--- config.mk ---
export PLATFORM = sky130hd
export DESIGN_NAME = nios_system_nios2_qsys_1_oci_dct_packer
export DESIGN_NICKNAME = d
export VERILOG_FILES = /design/src/rtl/nios_system_nios2_qsys_1_oci_dct_packer.sv
export SDC_FILE = /design/constraint.sdc
export NUM_CORES = 1
export LEC_CHECK = 0
export ABC_CLOCK_PERIOD_IN_PS = 3000
export CORE_MARGIN = 2
export CORE_UTILIZATION = 49
export DETAILED_ROUTE_END_ITERATION = 12
export PLACE_DENSITY = 0.95
export REMOVE_ABC_BUFFERS = 1
export SYNTH_ARGS = -nofsm -noshare
export SYNTH_HDL_FRONTEND = slang
export SYNTH_SLANG_ARGS = --single-unit
--- constraint.sdc ---
create_clock -name clk -period 3 [get_ports clk]
set_clock_uncertainty 0.05 [all_clocks]
set_input_delay 0.3 -clock clk [delete_from_list [all_inputs] [get_ports clk]]
set_output_delay 0.3 -clock clk [all_outputs]
set_load 0.02 [all_outputs]
--- src/rtl/nios_system_nios2_qsys_1_oci_dct_packer.sv ---
// nios_system_nios2_qsys_1_oci_dct_packer: packs 2-bit trace atoms into frames with a drain/end handshake.
// Define DCT_DROP_CNT_EN to implement the saturating drop counter.
module nios_system_nios2_qsys_1_oci_dct_packer #(
  parameter int ATOM_W = 2,
  parameter int SLOTS = 15,
  parameter int DROP_W = 8,
  localparam int BW = ATOM_W * SLOTS,
  localparam int CW = $clog2(SLOTS + 1)
) (
  input  logic              clk,
  input  logic              reset_n,
  input  logic              atom_valid,
  input  logic [ATOM_W-1:0] atom,
  input  logic              end_req,
  input  logic              restart,
  output logic [BW-1:0]     dct_buffer,
  output logic [CW-1:0]     dct_count,
  output logic              out_valid,
  input  logic              out_ready,
  output logic [BW-1:0]     out_data,
  output logic [CW-1:0]     out_count,
  output logic              overflow,
  output logic [DROP_W-1:0] drop_cnt,
  output logic              test_ending,
  output logic              test_has_ended
);
  typedef enum logic [1:0] {RUN, DRAIN, ENDED} state_t;
  state_t state, state_nxt;
  logic full, hf, in_run, move, accept, drop, clr;
  assign full = dct_count == CW'(SLOTS);
  assign hf = !out_valid || out_ready;
  assign in_run = state == RUN;
  assign move = hf && (in_run ? full : (state == DRAIN && dct_count != '0));
  assign accept = in_run && atom_valid && (!full || hf);
  assign drop = in_run && atom_valid && full && !hf;
  assign clr = state == ENDED && restart;
  always_ff @(posedge clk)
    if (!reset_n) state <= RUN;
    else state <= state_nxt;
  always_comb begin
    state_nxt = state;
    case (state)
      RUN:     state_nxt = end_req ? DRAIN : RUN;
      DRAIN:   state_nxt = (dct_count == '0 && hf) ? ENDED : DRAIN;
      ENDED:   state_nxt = restart ? RUN : ENDED;
      default: state_nxt = RUN;
    endcase
  end
  always_comb begin
    test_ending = state == DRAIN;
    test_has_ended = state == ENDED;
  end
  // A move clears the buffer; a same-cycle atom lands in the freshly cleared slot.
  always_ff @(posedge clk)
    if (!reset_n) begin
      dct_buffer <= '0;
      dct_count <= '0;
      out_valid <= 1'b0;
      out_data <= '0;
      out_count <= '0;
      overflow <= 1'b0;
    end else begin
      if (move) begin
        out_data <= dct_buffer;
        out_count <= dct_count;
      end
      out_valid <= move || (out_valid && !out_ready);
      dct_buffer <= move ? (accept ? {{(BW-ATOM_W){1'b0}}, atom} : '0)
                         : accept ? {dct_buffer[BW-ATOM_W-1:0], atom} : dct_buffer;
      dct_count <= move ? CW'(accept) : dct_count + CW'(accept);
      overflow <= clr ? 1'b0 : (overflow || drop);
    end
`ifdef DCT_DROP_CNT_EN
  always_ff @(posedge clk)
    if (!reset_n || clr) drop_cnt <= '0;
    else if (drop && drop_cnt != '1) drop_cnt <= drop_cnt + 1'b1;
`else
  assign drop_cnt = '0;
`endif
endmodule

# [Word-level counts from Yosys, hierarchy flattened]
# Index checks and enable logic that the tools add are counted.
[classes] reduce_logical=23 div=0 eq_ne=3 muxes=9 shift=0 bitwise=1 order_cmp=0 multipliers=0 add_sub_neg=1
[op_table] cell="$mux W30" count=2
[op_table] cell="$logic_and A1 B1 Y1" count=9
[op_table] cell="$mux W2" count=3
[op_table] cell="$pmux W2 S3" count=1
[op_table] cell="$add A4 B1 Y4" count=1
[op_table] cell="$eq A4 B4 Y1 const B" count=1
[op_table] cell="$logic_not A1 Y1" count=4
[op_table] cell="$logic_not A4 Y1" count=1
[op_table] cell="$logic_or A1 B1 Y1" count=4
[op_table] cell="$reduce_bool A4 Y1" count=1
[op_table] cell="$reduce_or A2 Y1" count=2
[op_table] cell="$mux W1" count=3
[op_table] cell="$eq A2 B1 Y1 const B" count=1
[op_table] cell="$eq A2 B2 Y1 const B" count=1
[op_table] cell="$logic_not A2 Y1" count=1
[op_table] cell="$reduce_bool A2 Y1" count=1
[op_table] cell="$not A1 Y1" count=1
[word_totals] ramBits=0 inputBits=8 latch_bits=0 elab_cells=45 mem_bits_ro=0 out_inout_bits=80 n_memories=0 ff_bits=72

# [Longest topological paths before layout]
# Gate-level depths: netlist of run 1.
[logic_depth] word_depth=6 ltp_mapped=9 mapped_depth_nobuf=7

# [Least setup slack after synthesis of run 1]
# No wires, ideal clock.
[synth_path] path_kind="register to register" from="register dct_count[2]" to="register dct_count[2]" t_required_ns=2.833 stages_incl_launch_ff=10 path_buffers=2 slack_ns=0.892 period_less_slack_ns=2.108 t_arrival_ns=1.941 setup_ns=0.117 cell_sequence="dfxtp_1 -> buf_2 -> nand2_1 -> o31ai_1 -> inv_1 -> buf_2 -> ha_1 -> ha_1 -> xnor2_1 -> nor2_1"
[synth_between] elab_chain_cells=5 word_cells_on_any_way=10 classes_between="1 x add/sub; 1 x eq/ne; 1 x mux; 7 x reduce/logical"
[synth_rtl] element="start, declared" line_no="17" source="output logic [CW-1:0] dct_count,"
[synth_rtl] element="start signal, assigned" line_no="70" source="dct_count <= move ? CW'(accept) : dct_count + CW'(accept);"
[synth_rtl] element="$eq A4 B4 Y1 or $reduce_bool A4 Y1 (tied branches)" line_no="30, 33"
[synth_rtl] element="$logic_not A1 Y1 or $logic_and A1 B1 Y1 (tied branches)" line_no="34, 33"
[synth_rtl] element="$logic_or A1 B1 Y1 or $mux W1 (tied branches)" line_no="34, 33"
[synth_rtl] element="$logic_and A1 B1 Y1 (on tied branches)" line_no="34, 33"
[synth_rtl] element="$add A4 B1 Y4 or $reduce_or A2 Y1 (tied branches)"
# Several ways; a longest one is shown, not always the timed one.
# A chain may end at the register's enable or synchronous reset.

# [Worst setup path after layout of run 1]
[layout_path] from="register dct_count[1]" to="register dct_buffer[27]"
[layout_between] elab_chain_cells=5 word_cells_on_any_way=10 classes_between="1 x eq/ne; 2 x mux; 7 x reduce/logical"
[layout_rtl] element="$reduce_bool A4 Y1 or $eq A4 B4 Y1 (tied branches)" line_no="33, 30"
[layout_rtl] element="$logic_and A1 B1 Y1 or $logic_not A1 Y1 (tied branches)" line_no="33, 34"
[layout_rtl] element="$mux W1 or $logic_or A1 B1 Y1 (tied branches)" line_no="33, 34"
[layout_rtl] element="$logic_and A1 B1 Y1 (on tied branches)" line_no="33, 34"
[layout_rtl] element="$mux W30 or $reduce_bool A2 Y1 (tied branches)"
[layout_rtl] element="end signal, assigned" line_no="68" source="dct_buffer <= move ? (accept ? {{(BW-ATOM_W){1'b0}}, atom} : '0)"
[layout_rtl] element="end, declared" line_no="16" source="output logic [BW-1:0] dct_buffer,"
# Several ways; a longest one is shown, not always the timed one.

==> results of run 1 <==
-- worst max-delay path, cell delays in order (launching register included) --
cell      delay (ps)
dfxtp_1          490
nand4_1          250
a211oi_4         320
buf_4            350
nand2b_4         410
a21oi_1           90
-- flip-flops by register name, summed over array words and instances (netlist names) --
name	count
dct_count	4
overflow	1
state	2
out_count	4
out_valid	1
dct_buffer	30
out_data	30
-- layer usage --
layer	wire (µm)	GRT usage	vias to the layer above
li1	-	-	1244
met1	2590	0.245	1124
met2	2960	0.322	76
met3	332	0.0494	12
met4	124	0.0982	0
met5	0	0	-
-- worst max-delay path by stage --
stage | endpoint | cells past startpoint
6_report | dct_buffer[27] | 5
5_1_grt | dct_count[1] | 5
4_1_cts | dct_buffer[27] | 5
3_5_place_dp | dct_count[2] | 8
3_3_place_gp | dct_count[2] | 6
2_1_floorplan | dct_count[2] | 7
-- stage by stage --
step	cells	TNS, ps	util	setup slack [ps]
6_report	483	0	0.688	900
5_1_grt	483	0	0.688	762
4_1_cts	483	0	0.688	910
3_5_place_dp	467	0	0.645	887
3_3_place_gp	467	0	0.645	973
2_1_floorplan	311	-31470	-	-1390
-- where the power goes --
part	internal [µW]	switching [µW]	total [µW]	leakage [µW]
logic	75.7	157	232	0.000565
clock network	493	368	862	0.000109
registers	972	27.4	1000	0.000581
-- cell usage in the layout, fill, tap and decap left out --
cell type / count
a211oi_4: 1
clkinv_4: 2
conb_1: 8
buf_2: 1
nand2_1: 95
clkdlybuf4s50_1: 78
dfxtp_1: 72
a21oi_1: 30
nand4_1: 1
bufinv_16: 2
nand3_1: 40
clkbuf_8: 10
buf_4: 5
o41ai_2: 1
nor3b_1: 1
xor2_1: 1
nand2b_4: 1
nand4b_1: 1
ha_1: 2
nand2b_1: 2
xnor2_1: 1
o21ai_1: 3
o31ai_4: 1
inv_1: 2
clkinvlp_4: 2
nor4bb_1: 1
and2_1: 1
nor2b_1: 3
nor3_1: 2
o21ai_0: 35
o21a_1: 1
nor2_1: 5
-- layout make-up --
cell class                      instances  area [µm²]  area share
Clock inverter                          6        92.6      0.0248
Sequential cell                        72        1440       0.385
Tap cell                               72        90.1      0.0241
Timing Repair Buffer                   84         823       0.220
Multi-Input combinational cell        237        1150       0.307
Clock buffer                           10         138      0.0368
Inverter                                2        7.51     0.00201
-- logic make-up after synthesis --
group | count (synthesis) | synth area share
other | 1 | 0.00138
XOR/XNOR | 2 | 0.00643
flip-flops | 72 | 0.529
AO/OA/AOI/OAI | 72 | 0.144
adder cells (fa/ha/maj) | 2 | 0.00918
buffers and inverters | 36 | 0.0652
AND/OR/NAND/NOR | 153 | 0.246
==> results.md, run 1 <==
- Timing would allow up to 476 MHz.
- The slew at the pin closest to its max-slew limit is 744 ps.
- The CTS sink count is 72.
- For this run, design rule violations remaining after detail routing come to 0.
- The die covers 6180 µm².
- The floorplan step set the die width to between 70 and 80 µm.
- The final-report hold violation count is 0.
- The vertical die dimension is around 79 µm.
- The most critical setup path has its startpoint at dct_count[1].
- The worst hold path was traced through 2 stages.
- The startpoint of the tightest hold check path is out_count[0].
- The total wire length after detailed routing is between 6 and 7 mm.
- The endpoint identified for the worst register-to-register timing path is dct_buffer[27].
- The count of cells along the worst register-to-register path is 5.
- After synthesis the cells add up to between 2000 and 3000 µm².
- The endpoint with the worst hold slack is out_count[0].
- The number of placed I/O pins is slightly below 90.
- The filler cells instantiated in the layout total 440.
- The startpoint identified for the worst register-to-register timing path is dct_count[1].
- The count of hold-fix buffers inserted at cts is 0.
- The post-CTS repair timing setup buffer count is 0.
- For this run, asynchronously set or reset flops after synthesis account for 0.
- Dividing total power by cell area gives a power density of around 560 nW/µm².
- The number of buffers on the longest clock path is 2.
- The tree is rooted in a clkbuf_8.
- The first global-routing pass estimated between 9 and 10 mm of wire.
- The number of global-route vias before repair is 2164.
- The post-synthesis cell type with the largest combined area is dfxtp_1.
- The all-layer global routing usage is 0.199.
- After the last flow step, the layout net total stands at between 400 and 500.
- After synthesis, the most frequently instantiated cells are nand2_1 (95), dfxtp_1 (72), nand3_1 (40).
- The total placed instance area is approximately 3500 µm².
- The clock tree synthesis step divided the H-tree into 3 levels.
- The class of the tightest hold or removal check is reg -> reg.
- The most common cell in the synthesized netlist is nand2_1.
- The critical path in this run is classified as reg -> reg.
- In the post-synthesis netlist, the biggest area contributors are dfxtp_1 (53%), nand2_1 (13%), nand3_1 (7.3%).
- TritonCTS created 9 clock buffers.
- The placer's final routability congestion estimate is ~0.78.
- The number of placement rows is 27.
- The data required time of the worst path is 3160 ps.
- In this run the worst path has a maximum fanout of 39.
- Setup violations remaining at the end of the flow were counted as 0.
- The via count normalized by instance count is 5.08.
- The run finished with clean final reports.
- The worst slew slack as a fraction of its limit is 0.504.
- At the later pin of the worst-skew pair, clock insertion delay measures approximately 340 ps.
- From synthesis to final layout, the design area changed by 37.2%.
- The pin count of the biggest net entering global routing is between 40 and 50.
- For this configuration, the core starts out at a cell density of 0.501.
- The leakage power summed over all cells is between 0.001 and 0.0015 µW.
- The CTS tree is done.
- The top flip-flop cell by instance count after synthesis is dfxtp_1.
- The total number of vias is roughly 2.5k.
- The overall power consumption is about 2100 µW.
- The number of antenna-violating nets in the routed design is 0.
- The number of antenna violations at the first check in global routing is 0.
- In the final layout, the share of cells above drive strength 1 is 0.0633.
- Yosys mapped a number of flops with a built-in enable equal to 0.
- Before antenna repair, the detailed router went through 4 iterations.
- Counting every instance in the synthesized netlist gives ~340.
- The share of the Yosys chip area taken by registers is 0.529.
- A synthesized cell averages 8.07 µm².
- Across the run, the number of max-cap violations was 0.
- Once the clock tree was built, the resizer swapped 0 gates to a different size.
- Across all hold checks on the routed design, the worst slack comes to approximately 410 ps.
- The detailed router finished its first iteration with between 150 and 200 violations.
- The startpoint kind of the worst setup timing path is a flop.
- During placement, the flow inserted port buffers numbering 79.
- Summing all non-filler instances in the final layout gives an area of between 3000 and 4000 µm².
- The number of max-slew violations in the final report is 0.
- The flip-flop and latch count after synthesis is 72.
- Detailed placement finished with a half-perimeter wire length of approximately 4.0 mm.
- During synthesis, Yosys emitted a total of 0 warnings.
- After clock tree synthesis, the clock-pin slew on the worst setup and hold paths is 80 ps.
- After detailed routing, the average wire length per cell comes to between 10 and 15 µm.
- Of the post-synthesis cell area, the dominant cell type holds 0.529.
- The signal arrival time at the worst endpoint is 2260 ps.
- The worst setup path is captured at a flop.
- The number of distinct library cells after synthesis is 29.
- The worst-case IR drop observed on VDD is between 0.4 and 0.5 mV.
- The number of antenna diodes in the final layout is 0.
- Dividing the final minimum period by the clock period gives 0.700.
- In this run the standard cell core region covers between 5000 and 6000 µm².
- The setup check on the worst reg-to-reg path leaves a slack of between 800 and 900 ps.
- Setup repair after global routing left no endpoint under its margin.
- The smallest clock period supported by the final layout is computed as 2100 ps.
- The total overflow reported by the global router is 0.
Power figures use the tool's default switching activity.
==> run 2: changes to the inputs <==
ABC_CLOCK_PERIOD_IN_PS = 1900   (was 3000)
CORE_UTILIZATION = 41   (was 49)
PLACE_DENSITY = 0.86   (was 0.95)
clock period = 1.9 ns   (was 3 ns; I/O delays follow)
==> run 2 against run 1 <==
  * Global-route usage is 2.7 points lower
  * Count of clock-buffer cells in the layout stayed put
  * Die area is 18% higher
  * Utilization is 10 points lower
  * Worst hold slack worse by 270 ps
  * Clock power is 36% higher
  * Cell area is 0.17% higher
  * Largest power group unchanged
==> results.md, run 2 (synthesis gave the netlist of run 1 again) <==
- The number of maximum-capacitance violations is 0.
- The final-report hold violation count was 0.
- The maximum level of the CTS H-tree is 3.
- Entering global routing, the biggest net connects 39 pins.
- In the final layout, the registers with the most flip-flops are dct_buffer: 30 flops, out_data: 30 flops.
- Port buffering added 79 buffers.
- The final standard cell area without fillers is between 3000 and 4000 µm².
- Static timing analysis puts the maximum clock frequency at 564 MHz.
- The number of nets at the end of the flow is 420.
- The number of global-route vias before repair is around 2.3k.
- The largest vdd supply drop is between 0.5 and 0.6 mV.
- Once placement completed, the tool counted placed cells totaling 476.
- In the routed layout, each cell is associated on average with a via count of between 4 and 5.
- The largest fanout on the critical path is 7.
- Fill cells in the final layout number 568.
- Subtracting the final worst setup slack from the clock period gives approximately 1800 ps.
- The data required time of the worst path is approximately 2100 ps.
- The die boundary width is approximately 86 µm.
- In this run the static leakage power is 0.00129 µW.
- The multi-input combinational cells in the finished layout cover a total of about 1100 µm².
- Data on the critical path arrives at its endpoint at around 1900 ps.
- The worst path meets setup with 127 ps of slack.
- The cell sitting at the root of the clock tree is a clkbuf_8.
- The number of max-slew violations in the final report came to 0.
- The share of the clock period used by the worst path after layout is 0.933.
- The total area inside the core boundary comes to ~6400 µm².
- Dividing total power by cell area gives a power density of between 800 and 900 nW/µm².
- Summing all flip-flop and latch instances after layout gives 1440 µm².
- The initial standard-cell utilization of the core is 0.427.
- The total overflow reported by the global router is 0.
- The all-layer global routing usage is 0.171.
- The die outline area is 7320 µm².
- The number of placement rows is 29.
- The final HPWL from detailed placement is approximately 4.0 mm.
- The most frequent standard cell in the layout excluding fill and tap cells is nand2_1.
- Leaving out filler cells and counting taps, the final layout contains about 490.
- Setup repair after global routing left no endpoint under its margin.
- At the end of routability-driven placement, the weighted congestion stood at around 0.83.
- The post-CTS repair timing setup buffer count is 0.
- Prior to clock tree synthesis, the placed netlist has a worst setup slack of -53.2 ps.
- The number of placed I/O pins is 88.
- The number of antenna diodes in the final layout is 0.
- The class of the tightest hold or removal check is in -> reg.
- The average wire per standard cell is 12.4 µm.
- The number of antenna violations at the first check in global routing was 0.
- The violation count after the first detailed-routing iteration is 91.
- The number of buffers on the longest clock path is 2.
- The later pin in the worst-skew pair is clocked with a latency of between 300 and 400 ps.
- The detail route stage leaves a number of antenna-violating nets equal to 0.
- In this run, CTS created clock tree buffers numbering 9.
- The pre-antenna-repair detailed-routing pass consisted of 4 iterations.
- The vertical die dimension is 85.5 µm.
- The setup path with the least slack is of type reg -> reg.
- The number of setup violations in the final report is 0.
- The run finished with clean final reports.
- From synthesis to final layout, the design area changed by 37.4%.
- The count of hold-fix buffers inserted at cts is 0.
- The total wire length after detailed routing is between 6 and 7 mm.
- The total placed instance area is 3550 µm².
- In the layout the commonest cells are nand2_1 (95), clkdlybuf4s50_1 (77), dfxtp_1 (71).
- The startpoint kind of the worst setup timing path is a flop.
- The ratio of cells with drive above 1 in the final layout is 0.0747.
- The CTS tree is done.
- The first global-routing pass estimated a little over 10 mm of wire.
- The total number of vias is ~2.5k.
- Clock-pin slew was measured on the worst setup and hold paths at 70 ps.
- The CTS sink count is 72.
- The post-route DRC violation count is 0.
- The worst setup path is captured at a flop.
==> run 2: cell types whose count changed in the layout (fill, tap and decap cells not counted), sizes merged <==
cell	previous run	this run
buf	6	10
bufinv	2	1
clkinv	2	5
dlymetal6s2s	0	1
clkdlybuf4s50	78	77
clkinvlp	2	0
==> run 2: per-layer routing <==
layer	track usage	share of wire	up-vias
met2	0.271	0.47	66
met4	0.0664	0.013	0
li1	-	-	1250
met5	0	0	-
met3	0.0510	0.054	10
met1	0.222	0.46	1125
==> run 2: what timing repair did <==
action                                  4_1_cts  5_1_grt
cloned                                        0        0
hold endpoints to repair                      0        0
gates resized for setup                       1        1
endpoints found under the setup margin        1        1
==> run 2: power by group <==
group	switching, µW	total (µW)	internal [µW]
Sequential	39.7	1580	1540
Combinational	259	388	129
Clock	539	1170	635
==> run 2: path summary, 6_finish.rpt <==
path	start	to	slack (ps)	depth (start not counted)
setup reg to reg	dct_count[3]	dct_count[2]	130	7
hold reg to reg	out_data[11]	out_data[11]	410	2
setup / recovery	dct_count[3]	dct_count[2]	130	7
hold / removal	reset_n	overflow	140	3
==> run 2: metrics by stage <==
stage / hold WS [ps] / power [µW] / util / setup TNS, ps
finish: 137 / 3140 / 0.587 / 0
global route: 138 / 3290 / 0.587 / 0
CTS: 122 / 3170 / 0.586 / 0
detailed placement: 394 / 2000 / 0.555 / -80.4
global placement: 388 / 1980 / 0.555 / 0
floorplan: 254 / 1810 / - / -91210
==> run 2: critical path, cell delays in order, from the launching register on <==
cell,delay (ps)
dfxtp_1,480
nand2_1,170
o31ai_4,220
inv_1,100
ha_1,220
ha_1,200
xnor2_1,160
nor2_1,60
==> run 2: final cells by class <==
class | instances | area share
clock buffers | 10 | 0.0367
inverters | 2 | 0.00200
repair buffers | 88 | 0.228
multi-input cells | 237 | 0.306
clock inverters | 6 | 0.0157
flip-flops and latches | 72 | 0.385
well taps | 77 | 0.0257
